<file path="src/rtl/reg_lock_scoreboard_pkg.sv">
// Shared constants for the register-lock scoreboard.
//   - Default geometry (GPR count, index width, writeback channels, counter width).
//   - Special-register bit positions, in the same order as the old lockreq vector.
//   - rel_width(): width of a per-register release count for a given channel count.
package reg_lock_scoreboard_pkg;

  localparam int DEF_NREG  = 32;
  localparam int DEF_RW    = 5;
  localparam int DEF_NSPEC = 3;
  localparam int DEF_NWB   = 2;
  localparam int DEF_CNTW  = 2;

  localparam int SPEC_LO  = 0;
  localparam int SPEC_HI  = 1;
  localparam int SPEC_CP0 = 2;

  // Bits needed to count 0..nwb simultaneous releases of one register.
  function automatic int rel_width(input int nwb);
    return (nwb < 1) ? 1 : $clog2(nwb + 1);
  endfunction

endpackage

</file>
<file path="src/rtl/reg_lock_scoreboard_lock_counter.sv">
// lock_counter: pending-write counter for one architectural register.
// Ports:
//   clk, resetn : clock, asynchronous active-low reset
//   inc         : one new claim this cycle
//   rel         : number of releases this cycle
//   clr         : flush; counter goes to 0 and inc/rel are ignored
//   cnt         : registered pending count
//   eff         : count seen by decode (cnt minus same-cycle releases when bypassing)
//   full        : eff is at the maximum; one more claim would not fit
//   underflow   : this cycle's releases exceed cnt + inc (counter saturates to 0)
module lock_counter
  import reg_lock_scoreboard_pkg::*;
#(
  parameter int CNTW      = DEF_CNTW,
  parameter int RELW      = 2,
  parameter bit WB_BYPASS = 1'b1
) (
  input  logic            clk,
  input  logic            resetn,
  input  logic            inc,
  input  logic [RELW-1:0] rel,
  input  logic            clr,
  output logic [CNTW-1:0] cnt,
  output logic [CNTW-1:0] eff,
  output logic            full,
  output logic            underflow
);

  // Arithmetic width wide enough for cnt+inc and for rel.
  localparam int SW = ((CNTW + 1) > RELW) ? (CNTW + 1) : RELW;
  localparam logic [CNTW-1:0] CNT_MAX = '1;

  logic [SW-1:0]   cnt_w;
  logic [SW-1:0]   rel_w;
  logic [SW-1:0]   sum;
  logic [SW-1:0]   diff;
  logic [CNTW-1:0] cnt_next;

  // NOTE: every variable gets a default at the top of the block, so no path
  // leaves one unassigned and no latch is inferred.
  always_comb begin
    cnt_w     = SW'(cnt);
    rel_w     = SW'(rel);
    sum       = cnt_w + SW'(inc);
    diff      = '0;
    underflow = 1'b0;
    cnt_next  = cnt;
    eff       = cnt;

    // A release arriving this cycle already frees the register for decode.
    if (WB_BYPASS) begin
      eff = (rel_w > cnt_w) ? '0 : CNTW'(cnt_w - rel_w);
    end

    if (clr) begin
      cnt_next = '0;
    end else if (rel_w > sum) begin
      cnt_next  = '0;
      underflow = 1'b1;
    end else begin
      diff     = sum - rel_w;
      // Cannot exceed CNT_MAX while issue_ready is honoured; clamp regardless.
      cnt_next = (diff > SW'(CNT_MAX)) ? CNT_MAX : CNTW'(diff);
    end
  end

  assign full = (eff == CNT_MAX);

  // NOTE: sequential state uses non-blocking assignments so every flop samples
  // the pre-edge values of its inputs.
  always_ff @(posedge clk or negedge resetn) begin
    if (!resetn) begin
      cnt <= '0;
    end else begin
      cnt <= cnt_next;
    end
  end

endmodule

</file>
<file path="src/rtl/reg_lock_scoreboard.sv">
// reg_lock_scoreboard: per-register pending-write tracking for decode.
// Ports:
//   clk, resetn          : clock, asynchronous active-low reset
//   flush                : clear every lock; issue/wb inputs ignored that cycle
//   rs_addr, rt_addr     : source GPR queries
//   rs_allow, rt_allow   : source has no pending write (GPR 0 always allowed)
//   spec_req / spec_res  : special registers read / per-bit allow
//   issue_valid, issue_rd, issue_spec : destination claim from decode
//   issue_ready          : every claimed counter can take one more claim
//   wb_valid, wb_rd, wb_spec : NWB release channels
//   any_pending          : some registered counter is non-zero
//   underflow_err        : sticky, a release hit a zero counter
module reg_lock_scoreboard
  import reg_lock_scoreboard_pkg::*;
#(
  parameter int NREG      = DEF_NREG,
  parameter int RW        = DEF_RW,
  parameter int NSPEC     = DEF_NSPEC,
  parameter int NWB       = DEF_NWB,
  parameter int CNTW      = DEF_CNTW,
  parameter bit WB_BYPASS = 1'b1
) (
  input  logic               clk,
  input  logic               resetn,
  input  logic               flush,
  input  logic [RW-1:0]      rs_addr,
  input  logic [RW-1:0]      rt_addr,
  output logic               rs_allow,
  output logic               rt_allow,
  input  logic [NSPEC-1:0]   spec_req,
  output logic [NSPEC-1:0]   spec_res,
  input  logic               issue_valid,
  input  logic [RW-1:0]      issue_rd,
  input  logic [NSPEC-1:0]   issue_spec,
  output logic               issue_ready,
  input  logic [NWB-1:0]     wb_valid,
  input  logic [NWB*RW-1:0]  wb_rd,
  input  logic [NWB*NSPEC-1:0] wb_spec,
  output logic               any_pending,
  output logic               underflow_err
);

  localparam int RELW = rel_width(NWB);

  logic                accept;

  logic [RELW-1:0]     gpr_rel  [NREG];
  logic [CNTW-1:0]     gpr_cnt  [NREG];
  logic [CNTW-1:0]     gpr_eff  [NREG];
  logic [NREG-1:0]     gpr_full;
  logic [NREG-1:0]     gpr_uf;
  logic [NREG-1:0]     gpr_busy;

  logic [RELW-1:0]     spec_rel [NSPEC];
  logic [CNTW-1:0]     spec_cnt [NSPEC];
  logic [CNTW-1:0]     spec_eff [NSPEC];
  logic [NSPEC-1:0]    spec_full;
  logic [NSPEC-1:0]    spec_uf;
  logic [NSPEC-1:0]    spec_busy;

  // Release counts per register. Gated by flush so that both the bypass view
  // and the update see the pre-flush state only.
  always_comb begin
    for (int r = 0; r < NREG; r++) begin
      gpr_rel[r] = '0;
      for (int c = 0; c < NWB; c++) begin
        if (!flush && wb_valid[c] && (wb_rd[c*RW +: RW] == RW'(r))) begin
          gpr_rel[r] = gpr_rel[r] + RELW'(1);
        end
      end
    end
    for (int i = 0; i < NSPEC; i++) begin
      spec_rel[i] = '0;
      for (int c = 0; c < NWB; c++) begin
        if (!flush && wb_valid[c] && wb_spec[c*NSPEC + i]) begin
          spec_rel[i] = spec_rel[i] + RELW'(1);
        end
      end
    end
  end

  // GPR 0 is hard-wired zero: no counter, never pending, never full.
  assign gpr_cnt[0]  = '0;
  assign gpr_eff[0]  = '0;
  assign gpr_full[0] = 1'b0;
  assign gpr_uf[0]   = 1'b0;

  for (genvar r = 1; r < NREG; r++) begin : g_gpr
    lock_counter #(
      .CNTW      (CNTW),
      .RELW      (RELW),
      .WB_BYPASS (WB_BYPASS)
    ) u_cnt (
      .clk       (clk),
      .resetn    (resetn),
      .inc       (accept && (issue_rd == RW'(r))),
      .rel       (gpr_rel[r]),
      .clr       (flush),
      .cnt       (gpr_cnt[r]),
      .eff       (gpr_eff[r]),
      .full      (gpr_full[r]),
      .underflow (gpr_uf[r])
    );
  end

  for (genvar i = 0; i < NSPEC; i++) begin : g_spec
    lock_counter #(
      .CNTW      (CNTW),
      .RELW      (RELW),
      .WB_BYPASS (WB_BYPASS)
    ) u_cnt (
      .clk       (clk),
      .resetn    (resetn),
      .inc       (accept && issue_spec[i]),
      .rel       (spec_rel[i]),
      .clr       (flush),
      .cnt       (spec_cnt[i]),
      .eff       (spec_eff[i]),
      .full      (spec_full[i]),
      .underflow (spec_uf[i])
    );
  end

  // gpr_full[0] is 0, so issue_rd == 0 never blocks issue.
  assign issue_ready = !gpr_full[issue_rd] && !(|(issue_spec & spec_full));
  assign accept      = issue_valid && issue_ready && !flush;

  assign rs_allow = (rs_addr == '0) || (gpr_eff[rs_addr] == '0);
  assign rt_allow = (rt_addr == '0) || (gpr_eff[rt_addr] == '0);

  always_comb begin
    spec_res = '0;
    for (int i = 0; i < NSPEC; i++) begin
      spec_res[i] = !spec_req[i] || (spec_eff[i] == '0);
    end
  end

  // any_pending looks at registered counts only, never at this cycle's releases.
  always_comb begin
    gpr_busy  = '0;
    spec_busy = '0;
    for (int r = 0; r < NREG; r++) begin
      gpr_busy[r] = (gpr_cnt[r] != '0);
    end
    for (int i = 0; i < NSPEC; i++) begin
      spec_busy[i] = (spec_cnt[i] != '0);
    end
  end

  assign any_pending = (|gpr_busy) || (|spec_busy);

  // Survives flush; only reset clears it.
  always_ff @(posedge clk or negedge resetn) begin
    if (!resetn) begin
      underflow_err <= 1'b0;
    end else if ((|gpr_uf) || (|spec_uf)) begin
      underflow_err <= 1'b1;
    end
  end

endmodule

</file>
<file path="config.mk">
export PLATFORM = sky130hd
export DESIGN_NAME = reg_lock_scoreboard
export DESIGN_NICKNAME = d
export VERILOG_FILES = /design/src/rtl/reg_lock_scoreboard_pkg.sv /design/src/rtl/reg_lock_scoreboard_lock_counter.sv /design/src/rtl/reg_lock_scoreboard.sv
export SDC_FILE = /design/constraint.sdc
export NUM_CORES = 1
export LEC_CHECK = 0
export ABC_AREA = 1
export CAP_MARGIN = 20
export CORE_MARGIN = 2
export CORE_UTILIZATION = 65
export CTS_CLUSTER_DIAMETER = 150
export DETAILED_ROUTE_END_ITERATION = 6
export DONT_BUFFER_PORTS = 1
export PLACE_DENSITY = 0.81
export SLEW_MARGIN = 20
export SYNTH_ARGS = -nofsm -noshare
export SYNTH_HDL_FRONTEND = slang
export SYNTH_SLANG_ARGS = --single-unit
</file>
<file path="constraint.sdc">
create_clock -name clk -period 9.1 [get_ports clk]
set_input_delay 1.82 -clock clk [delete_from_list [all_inputs] [get_ports clk]]
set_output_delay 1.82 -clock clk [all_outputs]
set_load 0.02 [all_outputs]
</file>
Word level (Yosys, flattened, before mapping)
Cells that the tools add are included.

Register bits: 69. Input bits: 43. Output and inout port bits: 8. Word-level logic and storage cells: 852.

Add/sub/neg operators: 136. $lt $le $gt $ge: 105. Equal/unequal tests: 127. Multiplexer cells: 280. Bitwise gates (word level): 3. Reduce and logical (&&, ||, !) cells: 166.

Operators by type and width (count): $mux 2 (174); $eq 5x5->1 const B (48); $eq 5x4->1 const B (24); $logic_and 1x1->1 (107); $mux 1 (103); $add 2x1->3 (34); $gt 2x3->1 (34); $gt 3x2->1 const B (34); $sub 3x2->3 (34); $add 2x1->2 const B (34); $eq 2x2->1 const B (34); $gt 2x2->1 (34); $reduce_bool 2->1 (34); $sub 2x2->2 (34); $reduce_or 31->1 (2); $eq 5x3->1 const B (12); $eq 5x2->1 const B (6); $bmux 2 s5 (2); $eq 5x1->1 const B (3); $ge 6x6->1 const B (2); $not 5->6 (2); $logic_not 2->1 (5); $logic_not 5->1 (2); $reduce_or 3->1 (3); other kinds (5) (16).

Depth between registers and ports, before layout
Depth after elaboration: 22. Depth in mapped cells: 32. Depth with buffers taken out: 29.

Modules after synthesis
A second synthesis with hierarchy kept.

Cell total of the unflattened synthesis: 1869. Area total of the unflattened synthesis: 12281.8 um^2.

Modules (own cells, without submodules): lock_counter at g_gpr[10].u_cnt ... (instances 26, cells each 38, area an instance 275.3 um^2, seq. area each 50.0 um^2); reg_lock_scoreboard (instances 1, cells each 569, area an instance 2892.8 um^2, seq. area each 25.0 um^2); lock_counter at g_gpr[4].u_cnt ... (instances 8, cells each 39, area an instance 279.0 um^2, seq. area each 50.0 um^2).

Worst setup path before layout
OpenSTA, ideal clock, no wires.

Path kind: input -> output. Start point: in flush. End point: out issue_ready. Arrival: 4.593 ns. Data required time: 7.280 ns. Setup slack: 2.687 ns. Stages: 21. Buffers on the path: 2. Path through: clkbuf_1 -> inv_1 -> nand2_1 -> nor2_1 -> inv_1 -> clkbuf_1 -> nor2_1 -> ha_1 -> ha_1 -> inv_1 -> fa_1 -> nand2_1 -> inv_1 -> nand3_1 -> nand2_1 -> nor2_1 -> nor2_1 -> nor2_1 -> nand2_1 -> nand2_1 -> and3_2.

Word-level cells in the longest chain between the ends: 13. Elaborated cells on any way between the ends: 316. Those cells by class: 68 x add/sub; 34 x order compare; 34 x eq/ne; 104 x mux; 1 x bitwise; 75 x reduce/logical.

RTL lines: start, declared (line reg_lock_scoreboard.sv:25) `input logic flush,`; $logic_not 1->1 (*) (line reg_lock_scoreboard.sv:67, reg_lock_scoreboard.sv:75); $logic_and 1x1->1 (line reg_lock_scoreboard.sv:67, reg_lock_scoreboard.sv:75); $logic_and 1x1->1, on equally long branches (line reg_lock_scoreboard.sv:67, reg_lock_scoreboard.sv:75); $mux 1, on equally long branches (line reg_lock_scoreboard.sv:67, reg_lock_scoreboard.sv:75); $add 2x1->2, on equally long branches (line reg_lock_scoreboard.sv:68, reg_lock_scoreboard.sv:76); $mux 2, on equally long branches (line reg_lock_scoreboard.sv:67, reg_lock_scoreboard.sv:75); $sub 2x2->2 or $gt 2x2->1 (tied branches) (line reg_lock_scoreboard_lock_counter.sv:52) `eff = (rel_w > cnt_w) ? '0 : CNTW'(cnt_w - rel_w);`; $mux 2 (line reg_lock_scoreboard_lock_counter.sv:52); $eq 2x2->1 (line reg_lock_scoreboard_lock_counter.sv:67) `assign full = (eff == CNT_MAX);`; $bmux 1 s5 or $and 3x3->3 (tied branches) (line reg_lock_scoreboard.sv:125) `assign issue_ready = !gpr_full[issue_rd] && !(|(issue_spec & spec_full));`; $mux 1 (not written as such) or $reduce_or 3->1 (tied branches) (line reg_lock_scoreboard.sv:125); $logic_not 1->1 (line reg_lock_scoreboard.sv:125); $logic_and 1x1->1 (*) (line reg_lock_scoreboard.sv:125); end, declared (line reg_lock_scoreboard.sv:35) `output logic issue_ready,`.

Mark *: on every way between the ends. The rest lies on a longest branch, timed or not. The select of a mux whose other input is x is not followed.

Worst setup path after layout
Start point: in flush. End point: reg underflow_err.

Word-level cells in the longest chain between the ends: 22. Elaborated cells on any way between the ends: 491. Those cells by class: 102 x add/sub; 68 x order compare; 34 x eq/ne; 172 x mux; 1 x bitwise; 114 x reduce/logical.

RTL lines: $logic_not 1->1 (line reg_lock_scoreboard.sv:67, reg_lock_scoreboard.sv:75, reg_lock_scoreboard.sv:126); $logic_and 1x1->1 (line reg_lock_scoreboard.sv:67, reg_lock_scoreboard.sv:75); $logic_and 1x1->1, on equally long branches (line reg_lock_scoreboard.sv:67, reg_lock_scoreboard.sv:75); $mux 1, on equally long branches (line reg_lock_scoreboard.sv:67, reg_lock_scoreboard.sv:75); $add 2x1->2, on equally long branches (line reg_lock_scoreboard.sv:68, reg_lock_scoreboard.sv:76); $mux 2, on equally long branches (line reg_lock_scoreboard.sv:67, reg_lock_scoreboard.sv:75); $sub 2x2->2 or $gt 2x2->1 (tied branches) (line reg_lock_scoreboard_lock_counter.sv:52); $mux 2 (line reg_lock_scoreboard_lock_counter.sv:52); [5 not listed]; $logic_and 1x1->1 (2 in series) (line reg_lock_scoreboard.sv:126) `assign accept = issue_valid && issue_ready && !flush;`; $logic_and 1x1->1, on equally long branches (line reg_lock_scoreboard.sv:96, reg_lock_scoreboard.sv:114); $add 2x1->3 (line reg_lock_scoreboard_lock_counter.sv:44) `sum = cnt_w + SW'(inc);`; $gt 2x3->1 (line reg_lock_scoreboard_lock_counter.sv:57) `end else if (rel_w > sum) begin`; $mux 1 (line reg_lock_scoreboard_lock_counter.sv:57); $mux 1 (line reg_lock_scoreboard_lock_counter.sv:55) `if (clr) begin`; $reduce_or 31->1 or $reduce_or 3->1 (tied branches) (line reg_lock_scoreboard.sv:156) `end else if ((|gpr_uf) || (|spec_uf)) begin`; $logic_or 1x1->1 (*) (line reg_lock_scoreboard.sv:156); end signal, assigned (line reg_lock_scoreboard.sv:155) `underflow_err <= 1'b0;`; end signal, assigned (line reg_lock_scoreboard.sv:157) `underflow_err <= 1'b1;`; end, declared (line reg_lock_scoreboard.sv:40) `output logic underflow_err`.

Marked as above. A chain may end at the register's enable or synchronous reset.

==> results.yml <==
routing:
  drt_iter0_markers: 936
  routed_wl_mm: 32.0
  ant_nets: 0
  drc: 0
  firstDrtPassIters: 7
  wl_per_cell_um: 18.5
  route.vias.total: 9936
  vias_per_cell: 5.75
global_route:
  track_usage: 0.368
  grt_first_pass_wirelength_mm: 51.3
  overflow: 0
  grt_pass1_vias: 9843
  antenna_found_initial: 1
  grt_max_degree: 83
sta:
  min_period_ns: 7.68
  setup_ws_ns: 1.42
  worst_pin_slew_ns: 0.890
  fin_setup_tns_ns: 0
  rsz0062_at_grt: "false"
  fin_skew_ns: 0.00557
  hold_viol_final: 0
  slew_viol_final: 0
  worst_hold_slack_ns: 0.705
  setup_viol: 0
  max_freq_ghz: 0.130
  fin_crit_sh: 0.844
  relSlewSlack: 0.406
setup_path:
  worstPathRequired_ns: 9.32
  startpoint_type: "primary input"
  crit_arrival_ns: 7.90
  cp_slowest_cell: "o31ai_1"
  crit_top_cell: "nor2_1"
  setup.worst_path.class: "in -> reg"
  max_stage_delay_ns: 0.59
  cp_top_family: "simple AND/OR/NAND/NOR gates"
  cp_num_buf_inv: 5
  path_depth: 29
  cp_max_fo: 82
  reg2reg_depth: 18
  r2r_slack_ns: 3.96
  critPathLaunch: "flush"
  reg2reg_to: "underflow_err"
  end_kind: "flop"
  reg2reg_from: "g_spec[0].u_cnt.cnt[0]"
  endpoint: "underflow_err"
cts:
  post-cts-setup-buffers: 0
  cts_tree: "done"
  numCtsBuffers: 9
  clock_path_buffers: 2
  ctsHoldBuffers: 0
  clock_sinks: 69
  htree_levels: 3
  clk_latency_ns: 0.35
  path_clk_slew_ns: 0.06
  root_buffer: "clkbuf_16"
  cts_resized: 0
floorplanning:
  core_um2: 16700
  die_height_um: 135
  fp-row-count: 47
  ios: 51
  start_util: 0.670
  die_area_um2: 18300
  die_x_um: 135
logic_synthesis:
  ys_async_sr_fraction: 1.00
  synthCells: 1520
  synth_seq_cells: 69
  syn_avg_cell_area_um2: 7.36
  ys_seq_area_frac: 0.154
  synth_ff_type: "dfrtp_1"
  yosysWarnings: 0
  ys_types: 36
  synth_fp_nets: 1835
  netlist_area_um2: 11200
  synth_edf_count: 0
placement:
  pre_cts_ws_ns: 1.46
  portBuffers: 0
  dp_hpwl_mm: 25.8
  place_congestion: 1.04
layout:
  syn2layout_area_growth_pct: 3.34
  final_core_util: 0.692
  drive_gt1_frac: 0.0159
  layout_common_cells: "inv_1 (422), nor2_1 (257), ha_1 (170), nand2_1 (136), fa_1 (102)"
  fillerInstances: 1427
  final_nets: 1821
  layout_commonest_cell: "inv_1"
power_and_ir_drop:
  ir_drop_uv: 92.7
  p_leak_nw: 6.45
  cellPowerDensity_nw_per_um2: 85.9
hold_path:
  min_path_type: "reg -> reg"
run:
  maxCapViolCount: 0
run_status:
  status: "finished, final reports clean"
[worst min-delay path: cells and delay by family (launching register included)]
| kind | cells | cell delay [ns] |
|---|---|---|
| flip-flops | 1 | 0.50 |
| buffers and inverters | 1 | 0.07 |
| AND/OR/NAND/NOR | 1 | 0.09 |
[per-layer routing]
metal	GRT usage	part of all wire	routed length (µm)
met3	0.0857	0.10	3280
met4	0.166	0.050	1600
met1	0.481	0.40	12700
met5	0	0	0
met2	0.586	0.45	14500
[registers in the layout (all words and copies together) (netlist names)]
| register | flops |
|---|---|
| underflow_err | 1 |
| g_spec.u_cnt.cnt | 6 |
| g_gpr.u_cnt.cnt | 62 |
[area by class of cell]
| type | count | area [µm²] | area share |
|---|---|---|---|
| multi-input cells | 1003 | 7730 | 0.668 |
| flip-flops and latches | 69 | 1730 | 0.149 |
| inverters | 423 | 1590 | 0.137 |
| well taps | 220 | 275 | 0.0238 |
| clock buffers | 9 | 225 | 0.0195 |
| clock inverters | 3 | 17.5 | 0.00151 |
| diodes | 1 | 2.50 | 0.000216 |
[Yosys cell counts (3+ instances only)]
| library cell | instances | area [µm²] |
|---|---|---|
| inv_1 | 422 | 1580 |
| nor2_1 | 257 | 965 |
| ha_1 | 170 | 2130 |
| nand2_1 | 136 | 510 |
| fa_1 | 102 | 2040 |
| o21ai_0 | 86 | 430 |
| dfrtp_1 | 69 | 1730 |
| nand3_1 | 69 | 345 |
| o31ai_1 | 37 | 278 |
| xor2_1 | 34 | 298 |
| a21oi_1 | 24 | 120 |
| clkbuf_1 | 16 | 60.1 |
| nor4_1 | 16 | 100 |
| nand4_1 | 12 | 75.1 |
| nor3_1 | 11 | 55.1 |
| o22ai_1 | 10 | 62.6 |
| o211ai_1 | 8 | 60.1 |
| buf_6 | 6 | 67.6 |
| nand3b_1 | 5 | 37.5 |
| nor2_2 | 4 | 25.0 |
| o2111ai_1 | 3 | 26.3 |
| o221ai_1 | 3 | 26.3 |
| o31a_1 | 3 | 26.3 |
[through the flow]
stage               area [µm²]  total power (W)  cells
floorplan                11200         0.000581   1520
global placement         11300         0.000656   1715
detailed placement       11300         0.000666   1715
CTS                      11600         0.000992   1727
global route             11600          0.00105   1727
finish                   11600         0.000993   1728
[power by group]
group / leakage (nW) / internal [W] / total, W / switching (W)
sequential: 0.948 / 0.000324 / 0.000347 / 0.0000229
clock: 0.119 / 0.000177 / 0.000324 / 0.000146
combinational: 5.38 / 0.000109 / 0.000322 / 0.000213
total: 6.45 / 0.000611 / 0.000993 / 0.000382
[worst min path at each step]
stage	start	endpoint	slack [ns]	cells after the start
final	underflow_err	underflow_err	0.71	2
after global routing	underflow_err	underflow_err	0.75	2
after CTS	underflow_err	underflow_err	0.70	2
after detailed placement	underflow_err	underflow_err	0.69	2
after global placement	underflow_err	underflow_err	0.67	2
after floorplan	underflow_err	underflow_err	0.60	2
[kinds of logic after synthesis]
| group | Yosys count | share of synthesized area |
|---|---|---|
| buffers and inverters | 448 | 0.155 |
| and+or+nand+nor | 517 | 0.195 |
| adders and majority gates | 272 | 0.373 |
| xor gates and xnor gates | 34 | 0.0266 |
| AOI/OAI and AO/OA | 180 | 0.0963 |
| DFF | 69 | 0.154 |
Note: power is estimated with default switching activity, not from simulation.
